File: config.mk
export PLATFORM = sky130hd
export DESIGN_NAME = multicycle_alu_flat
export DESIGN_NICKNAME = d
export VERILOG_FILES = /design/src/rtl/multicycle_alu_if.sv /design/src/rtl/multicycle_alu.sv /design/src/flat_wrapper.sv
export SDC_FILE = /design/constraint.sdc
export NUM_CORES = 1
export LEC_CHECK = 0
export ABC_CLOCK_PERIOD_IN_PS = 4100
export CAP_MARGIN = 15
export CORE_UTILIZATION = 40
export CTS_BUF_LIST = sky130_fd_sc_hd__clkbuf_8
export DETAILED_ROUTE_END_ITERATION = 16
export GPL_TIMING_DRIVEN = 0
export PLACE_DENSITY = 0.69
export SLEW_MARGIN = 25
export SYNTH_ARGS = -nofsm -noshare
export SYNTH_HDL_FRONTEND = slang
export SYNTH_SLANG_ARGS = --single-unit
export TNS_END_PERCENT = 30
File: constraint.sdc
create_clock -name clk -period 4.1 [get_ports clk]
set_clock_uncertainty 0.15 [all_clocks]
set_input_delay 0.82 -clock clk [delete_from_list [all_inputs] [get_ports clk]]
set_output_delay 0.82 -clock clk [all_outputs]
set_load 0.05 [all_outputs]
File: src/rtl/multicycle_alu_if.sv
// Handshake and operand bus for the multi-cycle ALU.
// The controller drives start/ctrl/operands; the ALU returns results and status.
interface multicycle_alu_if #(
  parameter int WIDTH = 16
);
  logic             start;
  logic [2:0]       alu_ctrl;
  logic [WIDTH-1:0] a;
  logic [WIDTH-1:0] b;
  logic [WIDTH-1:0] result;
  logic [WIDTH-1:0] result_hi;
  logic             zero;
  logic             busy;
  logic             done;

  modport master (
    output start, alu_ctrl, a, b,
    input  result, result_hi, zero, busy, done
  );

  modport slave (
    input  start, alu_ctrl, a, b,
    output result, result_hi, zero, busy, done
  );
endinterface

File: src/rtl/multicycle_alu.sv
// ALU with single-cycle logic/arith ops and iterative shift-add mul
// and restoring div behind a start/busy/done handshake.
module multicycle_alu #(
  parameter int WIDTH = 16
) (
  input logic           clk,
  input logic           rst,
  multicycle_alu_if.slave bus
);

  localparam int CW = $clog2(WIDTH + 1);

  typedef enum logic [1:0] {
    IDLE,
    CALC,
    DONE
  } state_t;

  state_t           state;
  state_t           state_nxt;
  logic [WIDTH-1:0] hi;
  logic [WIDTH-1:0] lo;
  logic [WIDTH-1:0] opb;
  logic             is_div;
  logic [CW-1:0]    count;
  logic [WIDTH-1:0] res;
  logic [WIDTH-1:0] res_hi;
  logic             res_zero;
  logic             busy;
  logic             done;
  logic             multi;
  logic             last;

  logic [WIDTH-1:0] single_res;
  logic [WIDTH:0]   sum;
  logic [WIDTH:0]   shifted;
  logic [WIDTH:0]   diff;
  logic [WIDTH-1:0] nxt_hi;
  logic [WIDTH-1:0] nxt_lo;

  assign multi = (bus.alu_ctrl == 3'b101) ||
                 (bus.alu_ctrl == 3'b110);
  assign last  = (count == CW'(1));

  // State register
  always_ff @(posedge clk) begin
    if (rst) state <= IDLE;
    else     state <= state_nxt;
  end

  // Next-state logic
  always_comb begin
    state_nxt = state;
    unique case (state)
      IDLE: if (bus.start) state_nxt = multi ? CALC : DONE;
      CALC: if (last) state_nxt = DONE;
      DONE: state_nxt = IDLE;
      default: state_nxt = IDLE;
    endcase
  end

  // Status outputs decoded from state
  always_comb begin
    busy = (state != IDLE);
    done = (state == DONE);
  end

  // Single-cycle operation result from live operands
  always_comb begin
    single_res = '0;
    unique case (bus.alu_ctrl)
      3'b000:  single_res = bus.a + bus.b;
      3'b001:  single_res = bus.a - bus.b;
      3'b010:  single_res = bus.a & bus.b;
      3'b011:  single_res = bus.a | bus.b;
      3'b100:  single_res = {{(WIDTH-1){1'b0}},
                             $signed(bus.a) < $signed(bus.b)};
      default: single_res = '0;
    endcase
  end

  // One mul (shift-add) or div (restoring) iteration
  always_comb begin
    sum     = {1'b0, hi} + (lo[0] ? {1'b0, opb} : '0);
    shifted = {hi, lo[WIDTH-1]};
    diff    = shifted - {1'b0, opb};
    if (is_div) begin
      nxt_hi = diff[WIDTH] ? shifted[WIDTH-1:0] : diff[WIDTH-1:0];
      nxt_lo = {lo[WIDTH-2:0], ~diff[WIDTH]};
    end else begin
      nxt_hi = sum[WIDTH:1];
      nxt_lo = {sum[0], lo[WIDTH-1:1]};
    end
  end

  // Operand capture, iteration and result registers
  always_ff @(posedge clk) begin
    if (rst) begin
      hi       <= '0;
      lo       <= '0;
      opb      <= '0;
      is_div   <= 1'b0;
      count    <= '0;
      res      <= '0;
      res_hi   <= '0;
      res_zero <= 1'b1;
    end else begin
      unique case (state)
        IDLE: begin
          if (bus.start) begin
            if (multi) begin
              hi     <= '0;
              lo     <= bus.a;
              opb    <= bus.b;
              is_div <= (bus.alu_ctrl == 3'b110);
              count  <= CW'(WIDTH);
            end else begin
              res      <= single_res;
              res_hi   <= '0;
              res_zero <= (single_res == '0);
            end
          end
        end
        CALC: begin
          hi    <= nxt_hi;
          lo    <= nxt_lo;
          count <= count - CW'(1);
          if (last) begin
            res      <= nxt_lo;
            res_hi   <= nxt_hi;
            res_zero <= (nxt_lo == '0);
          end
        end
        default: ;
      endcase
    end
  end

  assign bus.result    = res;
  assign bus.result_hi = res_hi;
  assign bus.zero      = res_zero;
  assign bus.busy      = busy;
  assign bus.done      = done;

endmodule

File: src/flat_wrapper.sv
// flat-port wrapper written by rule: the top's interface ports become plain ports
module multicycle_alu_flat 
#(
  parameter int WIDTH = 16
)
  (clk, rst, bus_start, bus_alu_ctrl, bus_a, bus_b, bus_result, bus_result_hi, bus_zero, bus_busy, bus_done);
  multicycle_alu_if #(.WIDTH(WIDTH)) bus_i ();
  input logic clk;
  input logic rst;
  input wire logic [$bits(bus_i.start)-1:0] bus_start;
  input wire logic [$bits(bus_i.alu_ctrl)-1:0] bus_alu_ctrl;
  input wire logic [$bits(bus_i.a)-1:0] bus_a;
  input wire logic [$bits(bus_i.b)-1:0] bus_b;
  output wire logic [$bits(bus_i.result)-1:0] bus_result;
  output wire logic [$bits(bus_i.result_hi)-1:0] bus_result_hi;
  output wire logic [$bits(bus_i.zero)-1:0] bus_zero;
  output wire logic [$bits(bus_i.busy)-1:0] bus_busy;
  output wire logic [$bits(bus_i.done)-1:0] bus_done;
  assign bus_i.start = bus_start;
  assign bus_i.alu_ctrl = bus_alu_ctrl;
  assign bus_i.a = bus_a;
  assign bus_i.b = bus_b;
  assign bus_result = bus_i.result;
  assign bus_result_hi = bus_i.result_hi;
  assign bus_zero = bus_i.zero;
  assign bus_busy = bus_i.busy;
  assign bus_done = bus_i.done;
  multicycle_alu #(.WIDTH(WIDTH)) u_core (.clk(clk), .rst(rst), .bus(bus_i));
endmodule
==> summary.md, run 1 <==
| Metric | Value |
|---|---|
| Status | `finished clean` |
| Largest net degree at the start of global routing | `15` |
| Final HPWL from detailed placement | `20500 um` |
| Total CTS buffers | `9` |
| Rows | `51` |
| CP Launch Type | `input pin` |
| CP max FO | `10` |
| Synth unique cells | `82` |
| Antenna violations before repair | `0` |
| Vias after detailed routing | `8208` |
| CP max stage delay | `0.60 ns` |
| Adder-cell area share of the yosys netlist | `0.147` |
| Clock Latency Late Sink | `0.38 ns` |
| Vias in the first global route | `7628` |
| Total grt overflow | `0` |
| Die width | `144 um` |
| Post-synthesis simple-gate area fraction | `0.222` |
| Final cell count without fillers | `1428` |
| Total I/O pin count | `73` |
| Starting density of the core | `0.412` |
| Element type at the critical path end | `flop` |
| #FFs+latches synth | `89` |
| H-Tree Depth | `3` |
| Area growth syn-to-layout | `16.4%` |
| Fraction of layout cells with a size suffix above 1 | `0.0550` |
| Compound-Gate Fraction of Synth Area | `0.258` |
| Synth Warn # | `0` |
| Post-synth EDFFs | `0` |
| Critical Path RT | `4.24 ns` |
| DRT Pass-1 Iters | `9` |
| Worst Path Arrival | `4.10 ns` |
| CP Class | `input pin to flop` |
| Commonest cells after routing, fill and taps aside | `nand2_1, a21oi_1, ha_1, dfxtp_1, inv_1` |
| Mapped Cells | `1075` |
| GP Congestion | `0.919` |
| Total Wirelength | `26000 um` |
| Max-Cap Viols | `0` |
| Fin crit share | `0.965` |
| # DRC | `0` |
| Register area share after synthesis | `0.220` |
| Tmin final | `3.96 ns` |
| Max Root-Sink Buffers | `2` |
| Initial drt markers | `786` |
| Post-synth ARST share | `0` |
| Relative slew slack | `0.406` |
| Synthesized Nets | `1206` |
| Final-report setup violation count | `0` |
| Clk root buf | `clkbuf_8` |
| Mapped Area | `8100 um^2` |
| Mux contribution to synthesized area | `0.0439` |
| Worst-path cell chain | `clkdlybuf4s50_1 -> inv_1 -> ha_1 -> buf_4 -> nor2_2 -> o311ai_4 -> a211oi_2 -> nand4_1 -> a2111oi_4 -> o21ai_2 -> nor2_1 -> nand4b_1 -> o41ai_2` |
| Placed Cells | `1410` |
| Area after DPL | `9140 um^2` |
| Leakage power | `3.77 nW` |
| # diodes | `0` |
| Largest family of logic cells by synthesized area | `compound AO/OA/AOI/OAI gates` |
| Slowest CP cell | `clkdlybuf4s50_1` |
| Design area | `9430 um^2` |
| WL/cell | `18.2 um` |
| TritonCTS clock tree | `done` |
| Crit. Startpoint | `bus_b[5]` |
| Fmax | `253 MHz` |
| Final Hold Fails | `0` |
| Ys flop type | `dfxtp_1` |
| Gr usage total | `0.258` |
| Final #Nets | `1289` |
| Slew Viols, Final | `0` |
| PD cells | `265 nW/um^2` |
| Vias/cell | `5.75` |
| Die Ht | `144 um` |
| IO buf count | `70` |
| Syn Area/Cell | `7.54 um^2` |
| Hold Crit Start | `u_core.bus.result[7]` |
| Most common cell after layout, fill and taps aside | `nand2_1` |
| Full die area | `20800 um^2` |
| Reg-to-reg startpoint | `u_core.lo[0]` |
| RSZ-0062 raised after global routing | `yes` |
| Slew of the pin with the lowest slew margin | `0.891 ns` |
| Core Region | `19700 um^2` |
| Synth Area in XOR/XNOR | `0.0388` |
| Clock tree sinks | `89` |
| Global-route wire length before repair | `41100 um` |
| Worst-path clk slew | `0.10 ns` |
| Peak supply drop | `0.000156 V` |
| Detail Route Antenna Nets | `0` |
| Worst Hold Class | `flop to flop` |
-- layer usage --
metal	vias to the layer above	wire length (um)	track usage
met5	-	0	0
li1	4013	-	-
met1	3844	11200	0.332
met2	306	12100	0.434
met4	0	744	0.0798
met3	45	1960	0.0477
-- cell usage after synthesis, types with 19 or more instances --
| library cell | count | share of area |
|---|---|---|
| mux2i_1 | 31 | 0.038 |
| nand3_1 | 19 | 0.012 |
| ha_1 | 89 | 0.14 |
| nor2_1 | 73 | 0.034 |
| inv_1 | 75 | 0.035 |
| nor3_1 | 23 | 0.014 |
| a21oi_1 | 91 | 0.056 |
| xnor2_1 | 19 | 0.021 |
| o211ai_1 | 36 | 0.033 |
| nand2_1 | 152 | 0.070 |
| clkbuf_1 | 42 | 0.019 |
| o21ai_0 | 50 | 0.031 |
| dfxtp_1 | 89 | 0.22 |
-- where the power goes --
group | total [mW] | switching [mW] | internal, mW
sequential | 0.935 | 0.0338 | 0.901
combinational | 0.884 | 0.560 | 0.324
clock | 0.677 | 0.338 | 0.340
-- worst paths after layout --
| path | endpoint | cells past startpoint | slack, ns |
|---|---|---|---|
| worst max-delay path | u_core.bus.zero | 13 | 0.14 |
| worst min-delay path | u_core.bus.result[7] | 2 | 0.31 |
| worst max register to register | u_core.bus.result_hi[13] | 12 | 0.49 |
| worst min register to register | u_core.bus.result[7] | 2 | 0.31 |
-- worst max-delay path: cells and delay by family --
| kind | cells | cell delay [ns] |
|---|---|---|
| compound gates | 5 | 1.30 |
| buf+inv | 3 | 0.88 |
| simple gates | 4 | 0.79 |
| fa+ha+maj | 1 | 0.30 |
-- final cells by class --
| cell class | count | area, um^2 |
|---|---|---|
| inverter | 79 | 297 |
| tap | 265 | 332 |
| multi-input combinational | 846 | 5810 |
| buffer | 61 | 272 |
| clock buffer | 9 | 124 |
| clock inverter | 7 | 87.6 |
| sequential | 89 | 1780 |
| fill | 2040 | 10200 |
| timing repair buffer | 72 | 728 |
-- through the flow --
step           total power [mW]  hold WS [ns]  TNS, ns   util  setup WS (ns)
4_1_cts                    2.48         0.311        0  0.476         0.0510
6_report                   2.50         0.308        0  0.480          0.142
5_1_grt                    2.62         0.331   -0.118  0.480        -0.0656
2_1_floorplan              1.53         0.295        0      -          0.856
3_5_place_dp               1.81         0.299    -1.53  0.465         -0.496
3_3_place_gp               1.80         0.291    -1.39  0.465         -0.455
-- flip-flops by register name (all words and copies together), names as in the netlist --
| name | count |
|---|---|
| u_core.is_div | 1 |
| u_core.bus.result_hi | 16 |
| u_core.opb | 16 |
| u_core.state | 2 |
| u_core.hi | 16 |
| u_core.bus.zero | 1 |
| u_core.bus.result | 16 |
| u_core.lo | 16 |
| u_core.count | 5 |
-- cell families (layout without fill, tap and decap cells) --
logic type	after synthesis	after routing
AOI/OAI and AO/OA	310	310
muxes	34	34
adders and majority gates	93	93
and+or+nand+nor	374	374
DFF	89	89
xor gates and xnor gates	35	35
buffers and inverters	140	228
-- timing repair --
item / in CTS / in global routing
pin swaps: 1 / 3
buffers inserted: 1 / 1
setup endpoints to repair: 2 / 4
hold buffers: 0 / 0
resized for setup: 3 / 15
(Power assumes the default switching activity.)
==> inputs of run 2 (changes only) <==
CORE_UTILIZATION = 60   (was 40)
PLACE_DENSITY = 0.93   (was 0.69)
==> run 2 against run 1 <==
Effect of this change:
- total power fell by 0.64%
- sequential share of layout area rose by 0.37 points
- combinational power fell by 2%
- maximum frequency fell by 3.3%
- cell count fell by 6.4%
- critical endpoint unchanged
- non-clock buffer count fell by 2
==> summary.md, run 2 (synthesized netlist as in run 1, its figures left out) <==
| Metric | Value |
|---|---|
| Setup Buffers After CTS | `0 (was 1)` |
| Die width | `118 um (was 144 um)` |
| Slew of the pin with the lowest slew margin | `1.06 ns (was 0.891 ns)` |
| TritonCTS clock tree | `done (unchanged)` |
| Fmax | `244 MHz (was 253 MHz)` |
| Relative slew slack | `0.292 (was 0.406)` |
| Final #Nets | `1287 (was 1289)` |
| Clk root buf | `clkbuf_8 (unchanged)` |
| CP Launch Type | `input pin (unchanged)` |
| Design area | `9260 um^2 (was 9430 um^2)` |
| Placed Cells | `1321 (was 1410)` |
| Reg2reg end | `u_core.bus.result_hi[9] (was u_core.bus.result_hi[13])` |
| CP Class | `input pin to flop (unchanged)` |
| # diodes | `0 (unchanged)` |
| Final cell count without fillers | `1337 (was 1428)` |
| RSZ-0062 raised after global routing | `yes (unchanged)` |
| Slew Viols, Final | `0 (unchanged)` |
| Element type at the critical path end | `flop (unchanged)` |
| Largest net degree at the start of global routing | `16 (was 15)` |
| Peak supply drop | `0.000202 V (was 0.000156 V)` |
| CP max FO | `4 (was 10)` |
| Critical Path RT | `4.24 ns (about the same)` |
| Clock Latency Late Sink | `0.38 ns (about the same)` |
| Commonest cells after routing, fill and taps aside | `nand2_1, a21oi_1, ha_1, dfxtp_1, inv_1 (unchanged)` |
| Status | `finished clean (unchanged)` |
| Rows | `42 (was 51)` |
| Pre-CTS setup slack | `-0.357 ns (was -0.496 ns)` |
| Worst Hold Class | `flop to flop (unchanged)` |
| Filler cells | `1087 (was 2040)` |
| WL/cell | `18.6 um (was 18.2 um)` |
| Fin crit share | `0.999 (was 0.965)` |
| Vias after detailed routing | `8630 (was 8208)` |
| R2r worst-path depth | `14 (was 12)` |
| Core Region | `13200 um^2 (was 19700 um^2)` |
| Initial drt markers | `1052 (was 786)` |
| Reg-to-reg startpoint | `u_core.lo[15] (was u_core.lo[0])` |
| Final HPWL from detailed placement | `19400 um (was 20500 um)` |
| Most common cell after layout, fill and taps aside | `nand2_1 (unchanged)` |
| Antenna violations before repair | `0 (unchanged)` |
| Full die area | `14000 um^2 (was 20800 um^2)` |
| Total Wirelength | `24800 um (was 26000 um)` |
| Die Ht | `118 um (was 144 um)` |
| GP Congestion | `1.02 (was 0.919)` |
| Gr usage total | `0.361 (was 0.258)` |
| Global-route wire length before repair | `40300 um (was 41100 um)` |
| Final-report setup violation count | `0 (unchanged)` |
| Total CTS buffers | `9 (unchanged)` |
| Final Hold Fails | `0 (unchanged)` |
| DRT Pass-1 Iters | `6 (was 9)` |
| Worst Setup Slack, final | `0.00610 ns (was 0.142 ns)` |
| Worst Path Arrival | `4.24 ns (was 4.10 ns)` |
| # DRC | `0 (unchanged)` |
| # hold bufs at CTS | `0 (unchanged)` |
| FF-to-FF setup slack | `0.29 ns (was 0.49 ns)` |
| Fraction of layout cells with a size suffix above 1 | `0.0500 (was 0.0550)` |
| IO buf count | `70 (unchanged)` |
| Detail Route Antenna Nets | `0 (unchanged)` |
| Max Root-Sink Buffers | `2 (unchanged)` |
| Total power | `2.48 mW (was 2.50 mW)` |
| Area after DPL | `9020 um^2 (was 9140 um^2)` |
| Area growth syn-to-layout | `14.2% (was 16.4%)` |
| Hold Path End | `u_core.bus.result[2] (was u_core.bus.result[7])` |
| H-Tree Depth | `3 (unchanged)` |
| Max-Cap Viols | `0 (unchanged)` |
| Vias/cell | `6.45 (was 5.75)` |
| Tmin final | `4.09 ns (was 3.96 ns)` |
| Total grt overflow | `0 (unchanged)` |
| Clock tree sinks | `89 (unchanged)` |
| Leakage power | `3.71 nW (was 3.77 nW)` |
| Hold Crit Start | `u_core.bus.result[2] (was u_core.bus.result[7])` |
| Worst Hold Depth | `2 (unchanged)` |
| Starting density of the core | `0.614 (was 0.412)` |
| Total I/O pin count | `73 (unchanged)` |
| PD cells | `268 nW/um^2 (was 265 nW/um^2)` |
| Vias in the first global route | `8232 (was 7628)` |
| Worst-path clk slew | `0.09 ns (was 0.10 ns)` |
## run 2: cell count changes in the layout (fill, tap and decap cells not counted), moves of 2 or more
cell             delta
buf_4               -2
clkdlybuf4s50_1     +5
dlymetal6s2s_1      -5
inv_1               -2
nor2_1              +2
nor2_2              -2
o21ai_1             +2
o21ai_2             -2
## run 2: area by class of cell
class | count | area [um^2] | area share
Sequential cell | 89 | 1780 | 0.193
Timing Repair Buffer | 70 | 701 | 0.0757
Clock buffer | 9 | 124 | 0.0134
Buffer | 61 | 272 | 0.0293
Multi-Input combinational cell | 846 | 5770 | 0.623
Inverter | 79 | 297 | 0.0320
Tap cell | 176 | 220 | 0.0238
Clock inverter | 7 | 95.1 | 0.0103
## run 2: worst max-delay path, stage by stage
cell and delay [ns]:
clkdlybuf4s50_1 0.56, inv_1 0.09, ha_1 0.21, fa_1 0.41, nor2_1 0.25, o311ai_2 0.16, a211oi_2 0.33, nand4_1 0.30
a2111oi_2 0.40, o21ai_1 0.21, nor2_1 0.13, nand4b_1 0.16, o41ai_2 0.22
## run 2: per-stage QoR
stage | hold WS (ns) | TNS (ns) | util
floorplan | 0.295 | 0 | -
finish | 0.308 | 0 | 0.702
global route | 0.335 | -0.0503 | 0.702
CTS | 0.310 | 0 | 0.701
detailed placement | 0.298 | -0.946 | 0.684
global placement | 0.294 | -0.881 | 0.684
## run 2: how the worst max path moves through the flow
stage	startpoint	end	slack (ns)
after floorplan	bus_a[0]	u_core.bus.zero	0.86
after global placement	bus_a[0]	u_core.bus.zero	-0.34
after detailed placement	bus_a[0]	u_core.bus.zero	-0.36
after CTS	bus_a[0]	u_core.bus.zero	0.02
after global routing	bus_a[0]	u_core.bus.result[14]	-0.05
final	bus_a[0]	u_core.bus.zero	0.006
## run 2: power breakdown
group	switching, mW	total, mW	leakage, nW	internal (mW)
clock network	0.333	0.677	0.109	0.344
registers	0.0344	0.936	0.722	0.901
logic	0.549	0.868	2.88	0.319
## run 2: repair_timing
| action | in CTS | in global routing |
|---|---|---|
| gates resized for setup | 0 | 4 |
| endpoints found under the setup margin | 0 | 3 |
| hold endpoints to repair | 0 | 0 |
## run 2: metal layers
metal | vias to the layer above | global-route usage | wire length, um
li1 | 3990 | - | -
met1 | 3973 | 0.439 | 9590
met2 | 521 | 0.596 | 11400
met3 | 146 | 0.0560 | 2210
met4 | 0 | 0.232 | 1660
met5 | - | 0 | 0
==> inputs of run 3 (changes only) <==
CTS_CLUSTER_DIAMETER = 200   (was not set)
==> results of run 3 <==
Same layout as run 2: the final DEF is identical, and so are final timing and power.
